`src/rtl/rv32i_pkg.sv`:
```
// Shared definitions for the memory responder: control FSM encoding, bus widths and a
// byte-lane mask helper.
package rv32i_pkg;

  localparam int unsigned MASK_W = 4;
  localparam int unsigned DATA_W = 32;
  localparam int unsigned ADDR_W = 7;
  // Wide enough for a latency counter holding up to 14 (LATENCY max 15, loaded with LATENCY-1).
  localparam int unsigned CNT_W  = 4;

  typedef enum logic [1:0] {
    StIdle = 2'd0,
    StWait = 2'd1,
    StResp = 2'd2
  } state_e;

  // Expand one enable bit per byte lane into a full-width bit mask.
  function automatic logic [DATA_W-1:0] lane_expand(input logic [MASK_W-1:0] m);
    logic [DATA_W-1:0] res;
    res = '0;
    for (int i = 0; i < MASK_W; i++) begin
      res[8*i +: 8] = {8{m[i]}};
    end
    return res;
  endfunction

endpackage

```
`src/rtl/byte_mask_ram.sv`:
```
// Word-addressed storage with per-byte-lane write enables and a lane-masked
// asynchronous read port. Contents are never reset.
module byte_mask_ram
  import rv32i_pkg::*;
#(
  parameter int unsigned DEPTH = 128
) (
  input  logic              clk,
  input  logic              i_we,
  input  logic [ADDR_W-1:0] i_waddr,
  input  logic [MASK_W-1:0] i_wmask,
  input  logic [DATA_W-1:0] i_wdata,
  input  logic [ADDR_W-1:0] i_raddr,
  input  logic [MASK_W-1:0] i_rmask,
  output logic [DATA_W-1:0] o_rdata
);

  // Index width rounded up to a power of two; callers only present in-range addresses.
  localparam int unsigned IdxW  = (DEPTH > 1) ? $clog2(DEPTH) : 1;
  localparam int unsigned Words = 1 << IdxW;

  logic [DATA_W-1:0] r_mem [Words];
  logic [IdxW-1:0]   w_widx;
  logic [IdxW-1:0]   w_ridx;

  assign w_widx = IdxW'(i_waddr);
  assign w_ridx = IdxW'(i_raddr);

  // Byte-lane write: only lanes with their mask bit set are updated.
  always_ff @(posedge clk) begin
    if (i_we) begin
      for (int i = 0; i < MASK_W; i++) begin
        if (i_wmask[i]) begin
          r_mem[w_widx][8*i +: 8] <= i_wdata[8*i +: 8];
        end
      end
    end
  end

  // Masked read: disabled lanes read back as zero.
  always_comb begin
    o_rdata = r_mem[w_ridx] & lane_expand(i_rmask);
  end

endmodule

```
`src/rtl/mem_responder.sv`:
```
// Single-outstanding memory responder: accepts one request while idle, waits a fixed
// latency, then presents a one-cycle response strobe with read data or the written word.
module mem_responder
  import rv32i_pkg::*;
#(
  parameter int unsigned LATENCY = 2,
  parameter int unsigned DEPTH   = 128
) (
  input  logic              clk,
  input  logic              rst,
  input  logic              req,
  input  logic              wr_en,
  input  logic [MASK_W-1:0] mask,
  input  logic [ADDR_W-1:0] mem_addr,
  input  logic [DATA_W-1:0] w_data,
  output logic              ready,
  output logic              valid,
  output logic [DATA_W-1:0] r_data,
  output logic              err
);

  localparam logic [CNT_W-1:0]  LatInit = CNT_W'(LATENCY - 1);
  localparam logic [CNT_W-1:0]  CntOne  = CNT_W'(1);
  localparam logic [ADDR_W:0]   DepthL  = (ADDR_W + 1)'(DEPTH);

  state_e            r_state;
  state_e            w_state_d;
  logic [CNT_W-1:0]  r_cnt;
  logic [CNT_W-1:0]  w_cnt_d;
  logic              w_accept;
  logic              w_enter_resp;

  logic              r_wr;
  logic [MASK_W-1:0] r_mask;
  logic [ADDR_W-1:0] r_addr;
  logic [DATA_W-1:0] r_wdata;

  logic              w_from_idle;
  logic              w_wr_en;
  logic [MASK_W-1:0] w_wr_mask;
  logic [ADDR_W-1:0] w_wr_addr;
  logic [DATA_W-1:0] w_wr_data;
  logic              w_wr_in_range;
  logic              w_we;
  logic              w_rd_in_range;
  logic [MASK_W-1:0] w_rd_mask;
  logic [DATA_W-1:0] w_ram_rdata;

  // State and latency counter register; reset aborts any in-flight transfer.
  always_ff @(posedge clk or negedge rst) begin
    if (!rst) begin
      r_state <= StIdle;
      r_cnt   <= '0;
    end else begin
      r_state <= w_state_d;
      r_cnt   <= w_cnt_d;
    end
  end

  // Next-state logic: IDLE -> WAIT (or straight to RESP when LATENCY is 1) -> RESP -> IDLE.
  always_comb begin
    w_state_d    = r_state;
    w_cnt_d      = r_cnt;
    w_accept     = 1'b0;
    w_enter_resp = 1'b0;
    unique case (r_state)
      StIdle: begin
        if (req) begin
          w_accept = 1'b1;
          if (LATENCY == 1) begin
            w_state_d    = StResp;
            w_enter_resp = 1'b1;
            w_cnt_d      = '0;
          end else begin
            w_state_d = StWait;
            w_cnt_d   = LatInit;
          end
        end
      end
      StWait: begin
        w_cnt_d = r_cnt - CntOne;
        if (r_cnt == CntOne) begin
          w_state_d    = StResp;
          w_enter_resp = 1'b1;
        end
      end
      StResp: begin
        w_state_d = StIdle;
      end
      default: begin
        w_state_d = StIdle;
        w_cnt_d   = '0;
      end
    endcase
  end

  // Capture the request fields on acceptance; they stay stable until the next acceptance.
  always_ff @(posedge clk or negedge rst) begin
    if (!rst) begin
      r_wr    <= 1'b0;
      r_mask  <= '0;
      r_addr  <= '0;
      r_wdata <= '0;
    end else if (w_accept) begin
      r_wr    <= wr_en;
      r_mask  <= mask;
      r_addr  <= mem_addr;
      r_wdata <= w_data;
    end
  end

  // Write-port source: live inputs when jumping IDLE->RESP, captured fields otherwise.
  always_comb begin
    w_from_idle   = (r_state == StIdle);
    w_wr_en       = w_from_idle ? wr_en    : r_wr;
    w_wr_mask     = w_from_idle ? mask     : r_mask;
    w_wr_addr     = w_from_idle ? mem_addr : r_addr;
    w_wr_data     = w_from_idle ? w_data   : r_wdata;
    w_wr_in_range = ({1'b0, w_wr_addr} < DepthL);
    // Gating with rst keeps a request presented during reset from touching memory.
    w_we          = w_enter_resp & w_wr_en & w_wr_in_range & rst;
  end

  // Read side always follows the captured request; writes read back the full word.
  always_comb begin
    w_rd_in_range = ({1'b0, r_addr} < DepthL);
    w_rd_mask     = r_wr ? {MASK_W{1'b1}} : r_mask;
  end

  byte_mask_ram #(
    .DEPTH (DEPTH)
  ) u_ram (
    .clk     (clk),
    .i_we    (w_we),
    .i_waddr (w_wr_addr),
    .i_wmask (w_wr_mask),
    .i_wdata (w_wr_data),
    .i_raddr (r_addr),
    .i_rmask (w_rd_mask),
    .o_rdata (w_ram_rdata)
  );

  // Response outputs decoded from state; data and error are zero outside the strobe.
  always_comb begin
    ready  = (r_state == StIdle);
    valid  = (r_state == StResp);
    err    = 1'b0;
    r_data = '0;
    if (valid) begin
      if (w_rd_in_range) begin
        r_data = w_ram_rdata;
      end else begin
        err = 1'b1;
      end
    end
  end

endmodule

```
`config.mk`:
```
export PLATFORM = sky130hd
export DESIGN_NAME = mem_responder
export DESIGN_NICKNAME = d
export VERILOG_FILES = /design/src/rtl/rv32i_pkg.sv /design/src/rtl/byte_mask_ram.sv /design/src/rtl/mem_responder.sv
export SDC_FILE = /design/constraint.sdc
export NUM_CORES = 2
export LEC_CHECK = 0
export BUFFER_PORTS_ARGS = -buffer_cell sky130_fd_sc_hd__buf_2
export CORE_MARGIN = 3
export CORE_UTILIZATION = 62
export DETAILED_ROUTE_END_ITERATION = 8
export PLACE_DENSITY = 0.78
export SKIP_LAST_GASP = 1
export SLEW_MARGIN = 25
export SYNTH_ARGS = -nofsm -noshare
export SYNTH_HDL_FRONTEND = slang
export SYNTH_SLANG_ARGS = --single-unit
```
`constraint.sdc`:
```
create_clock -name clk -period 6.25 [get_ports clk]
set_input_delay 0.625 -clock clk [delete_from_list [all_inputs] [get_ports clk]]
set_output_delay 0.625 -clock clk [all_outputs]
set_load 0.02 [all_outputs]
```
# Word level (Yosys, flattened, before mapping)
# Memory sizes are Yosys's and may differ from the RTL's.
# Cells that the tools add are included.
[word_totals]
regBits = 50
n_memories = 1
output_inout_bits = 35
wordCells = 47
ramBits = 4096
[op_classes]
n_eq_ne = 5
bitwise = 4
n_mux = 27
addsub = 1
n_reduce_logical = 3
[mem_list]
columns = ["memory", "depth", "width", "rd", "rd_clocked_by_memory_dff", "write_ports", "line_no", "rtl"]
rows = [
  ["u_ram.r_mem", 128, 32, 1, 0, 1, "byte_mask_ram.sv:22", "logic [DATA_W-1:0] r_mem [Words];"],
]
[op_table]
columns = ["cell", "n"]
rows = [
  ["$mux W32", 2],
  ["$and A32 B32 Y32", 1],
  ["$mux W1", 17],
  ["$mux W4", 3],
  ["$pmux W4 S3", 1],
  ["$mux W7", 1],
  ["$eq A4 B1 Y1 const B", 1],
  ["$mux W2", 2],
  ["$ne A2 B2 Y1 const B", 2],
  ["$pmux W2 S2", 1],
  ["$reduce_and A2 Y1", 2],
  ["$sub A4 B1 Y4 const B", 1],
  ["$and A1 B1 Y1", 2],
  ["$eq A2 B1 Y1 const B", 1],
  ["$eq A2 B2 Y1 const B", 1],
  ["$logic_not A2 Y1", 1],
  ["$not A1 Y1", 1],
]

# Logic depth before layout (Yosys ltp)
[logic_depth]
depth_word = 7
depth_mapped = 11
ltp_nobuf = 7

# Modules after synthesis
# From an unflattened synthesis, not the netlist that was laid out.
[unflattened]
hier_cells = 8204
area_unflattened_um2 = 162176.8
[modules_own_cells]
columns = ["mod", "seq_area_each_um2", "area_per_inst_um2", "n_inst", "cells_per_inst"]
rows = [
  ["byte_mask_ram", 122998.0, 159457.9, 1, 7995],
  ["mem_responder", 1251.2, 2718.9, 1, 209],
]

# Worst setup path before layout
# Ideal clock, no wire load.
[synth_path]
path_type = "flip-flop to flip-flop"
start = "register r_state[0]"
end = "memory u_ram.r_mem[0][22] (data pin)"
n_path_buf = 4
slack_ns = 2.547
required_ns = 5.739
setup_ns = 0.511
arrival_time_ns = 3.192
stages_incl_launch_ff = 9
period_less_slack_ns = 3.703
path_cell_list = "dfrtp_1 -> buf_2 -> or2_1 -> inv_2 -> buf_4 -> buf_6 -> clkbuf_1 -> nand2_1 -> nand2_1"
[synth_via]
elab_chain_len = 2
[synth_lines]
columns = ["item", "line_no", "rtl"]
rows = [
  ["start, declared", "mem_responder.sv:26", "state_e r_state;"],
  ["start signal, assigned", "mem_responder.sv:52", "r_state <= StIdle;"],
  ["start signal, assigned", "mem_responder.sv:55", "r_state <= w_state_d;"],
  ["$logic_not A2 Y1", "n/a", ""],
  ["named net ready", "mem_responder.sv:16", "output logic ready,"],
  ["$mux W32", "mem_responder.sv:118", "w_wr_data = w_from_idle ? w_data : r_wdata;"],
  ["named net u_ram.i_wdata[22]", "byte_mask_ram.sv:12", "input logic [DATA_W-1:0] i_wdata,"],
  ["end, declared", "byte_mask_ram.sv:22", ""],
]
# The timed path passes the listed nets, and every way through them passes these cells.

# Final worst setup path
[layout_path]
start = "register r_addr[2]"
end = "output r_data[13]"
[layout_via]
elab_chain_len = 3
[layout_lines]
columns = ["item", "line_no", "rtl"]
rows = [
  ["start, declared", "mem_responder.sv:35", "logic [ADDR_W-1:0] r_addr;"],
  ["start signal, assigned", "mem_responder.sv:107", "r_addr <= mem_addr;"],
  ["$mem_v2 Z128 W32", "n/a", ""],
  ["$and A32 B32 Y32", "byte_mask_ram.sv:42", "o_rdata = r_mem[w_ridx] & lane_expand(i_rmask);"],
  ["$mux W32", "mem_responder.sv:149", "if (valid) begin"],
  ["end, declared", "mem_responder.sv:18", "output logic [DATA_W-1:0] r_data,"],
]
# No other way between the ends.

==> summary.md <==
| Metric | Value |
|---|---|
| Leak Pwr | 57.9 nW |
| H-tree depth | 5 |
| Largest family of logic cells by synthesized area | multiplexers |
| Switching Power | 0.0301 W |
| Cell row count | 186 |
| Core area | 258,000 sq um |
| Final Hold Violating Endpoints | 0 |
| Initial Utilization | 62.6% |
| CP Max Fanout | 24 |
| Syn-to-layout area delta | 12.4% |
| First-pass GRT wire length | 632,000 microns |
| DRT antenna net count | 0 |
| Worst Max-Slew Pin Slew | 1.30 ns |
| Largest net degree at the start of global routing | 129 |
| # Post-CTS Setup Buffers | 0 |
| Critical path cell sequence | and3b_2 -> and2_2 -> a22oi_1 -> nand4_1 -> nor3_1 -> a21oi_1 -> buf_2 |
| Clk buf depth | 4 |
| Worst Path Buf+Inv | 1 |
| GRT Total Usage | 33.3% |
| Final Setup Violations | 0 |
| Critical path's slowest cell | a21oi_1 |
| Final Critical Period | 6.03 ns |
| Sequential Power Share | 42.1% |
| Cts bufs inserted | 405 |
| Switch share | 34.1% |
| EDFF count, synth | 4,096 |
| Post-Synth Adder-Cell Area | 0.0155% |
| Final Max Slew Viols | 0 |
| Top-area cell type share of the netlist area | 76.2% |
| Share of total power in combinational logic | 30.8% |
| Startpoint types | register |
| Top-count cell post-synth | edfxtp_1 |
| #FFs+latches synth | 4,146 |
| RSZ-0062 raised after global routing | false |
| Skew-Pair Late Insertion Delay | 1.01 ns |
| Final period util | 96.5% |
| Hold_buf cts | 45 |
| Worst Path Required | 5.62 ns |
| Final wirelength | 447,000 microns |
| Worst rel slew slack | 13.3% |
| Post-synth ARST share | 1.21% |
| Critical path arrival | 5.40 ns |
| Status | finished, violations left |
| Die X-Extent | 516 microns |
| Chip height | 516 microns |
| Hold Slack | 0.0752 ns |
| Failing checks | design-rule violations |
| Vias | 89.2k |
| Port buffer count | 80 |
| Avg Inst Size Synth | 19.4 sq um |
| 1st-pass router iterations | 9 |
| Top delay family on crit path | simple AND/OR/NAND/NOR gates |
| Max cap viols | 0 |
| Setup TNS | 0 ns |
| Final Wtd Congestion | 0.934 |
| Clock skew | 0.0838 ns |
| CTS Root Cell | clkbuf_16 |
| Synthesized area | 161,000 sq um |
| Die area | 266,000 sq um |
| Post-CTS resize count | 0 |
| Synth Area in XOR/XNOR | 0.0109% |
| NumNets Final | 8,652 |
| Slowest stage delay, CP | 0.95 ns |
| Power Internal | 0.0581 W |
| CTS clock-pin slew for the worst setup and hold paths | 0.06 ns |
| Post-synth top cells | edfxtp_1, mux2i_1, mux4_2 |
| Warnings from Yosys | 0 |
| WS Path Type | reg2out |
| WL/cell | 36.2 microns |
| Reg2Reg Setup Slack | 1.33 ns |
| DPL Wire Length | 260,000 microns |
| Hold Path Class | in2reg |
| Seq/Total Area, Yosys | 77.0% |
| Post-synthesis cell count | 8,307 |
| Synth area leader | edfxtp_1 |
| CP Capture Type | output pin |
| Compound-gate portion of the synthesized area | 2.92% |
| DRC | 23 |
| Fin util | 70.4% |
| TritonCTS Sinks | 4,146 |
| Max VDD drop | 0.000570 V |
| Layout cells sized above 1 | 22.3% |
| Ports | 82 |
| Pwr/cell area | 486 nW/um^2 |
| Clk pwr share | 27.1% |
| Post-synth top flop | edfxtp_1 |
| Syn_nets | 8,356 |
| Grt total ovfl | 0 |
| TritonCTS clock tree | yes |
| DR iter-0 viols | 15.2k |
| DR vias/cell | 7.24 |
| Simple-gate share of the synthesized area | 4.34% |
| Initial antenna violation count | 48 |
| Max frequency | 0.166 GHz |
| Post-synthesis mux area share | 14.0% |
| Distinct cells, synth | 48 |
| Vias in the first global route | 87.5k |
| Top cells by area, synth | edfxtp_1, mux4_2, mux2i_1 |
[power by group through the flow]
stage	Combinational, W	Clock [W]	Sequential [W]
CTS	0.0263	0.0239	0.0371
global route	0.0279	0.0249	0.0371
floorplan	0.0156	0	0.0382
detailed placement	0.0260	0	0.0377
finish	0.0272	0.0238	0.0371
global placement	0.0250	0	0.0377
[logic make-up after synthesis]
kind of cell,Yosys count
AOI/OAI and AO/OA,660
xor gates and xnor gates,2
adders and majority gates,2
buffers and inverters,578
DFF,4146
muxes,1452
other,1
and+or+nand+nor,1466
[cell usage in the layout, fill, tap and decap left out, types with 5 or more instances in the layout]
cell,netlist,final
nor2_4,0,8
nor3_2,1,222
dlygate4sd3_1,0,45
buf_2,247,80
mux2i_1,766,765
clkinv_2,0,74
a21oi_2,0,7
and2_2,0,6
nand2_8,0,8
a21oi_1,95,88
mux2_2,44,44
edfxtp_1,4096,4096
nor2_2,1,7
nor2_1,208,194
diode_2,0,42
nor3_1,403,181
a22oi_1,538,538
inv_6,0,5
nand2_4,0,36
buf_4,27,295
nor2b_4,0,6
clkbuf_16,0,410
mux4_2,642,642
nand2b_1,7,6
nand2_2,1,16
clkbuf_1,235,72
dfrtp_1,50,48
nand2_1,280,221
nand3_1,395,394
bufinv_16,0,42
nand4_1,125,125
buf_12,0,34
clkinvlp_4,0,10
clkinv_1,0,94
nand3b_1,9,9
[path summary, 6_finish.rpt]
| kind | startpoint | end | depth (start not counted) |
|---|---|---|---|
| worst max-delay path | r_addr[2] | r_data[13] | 7 |
| worst min-delay path | mem_addr[1] | r_addr[1] | 2 |
| worst max register to register | r_state[0] | u_ram.r_mem[111][31] | 9 |
| worst min register to register | r_wdata[13] | r_wdata[13] | 1 |
| max in group asynchronous | rst | r_addr[0] | 3 |
| min in group asynchronous | rst | r_wdata[13] | 3 |
[state kept, by name, indices dropped and copies added (netlist names)]
signal,cells
r_cnt,4
r_mask,4
r_wdata,32
r_wr,1
u_ram.r_mem,4096
r_addr,7
r_state,2
[per-layer routing]
metal,share of wire (%),global-route usage [%],wire length (microns)
met5,0.063,0,280
met4,6.7,19.2,30000
met3,13,10.3,60200
met2,46,50.0,207000
met1,33,43.8,149000
[through the flow]
step	instance area (sq um)	worst slack, ns	power [W]	instances
detailed placement	167000	1.08	0.0637	11500
floorplan	161000	2.55	0.0538	8307
global placement	167000	1.22	0.0627	11500
global route	181000	0.336	0.0900	12300
CTS	181000	0.345	0.0873	12300
finish	181000	0.221	0.0881	12300
[cell type report]
| type | count | area [sq um] |
|---|---|---|
| Sequential cell | 4146 | 124000 |
| Fill cell | 14600 | 76400 |
| Multi-Input combinational cell | 3583 | 36200 |
| Clock buffer | 483 | 10500 |
| Tap cell | 3384 | 4230 |
| Timing Repair Buffer | 461 | 3900 |
| Clock inverter | 229 | 2190 |
| Antenna cell | 42 | 105 |
| Inverter | 6 | 22.5 |
No activity file was read; power rests on OpenSTA's default activity.
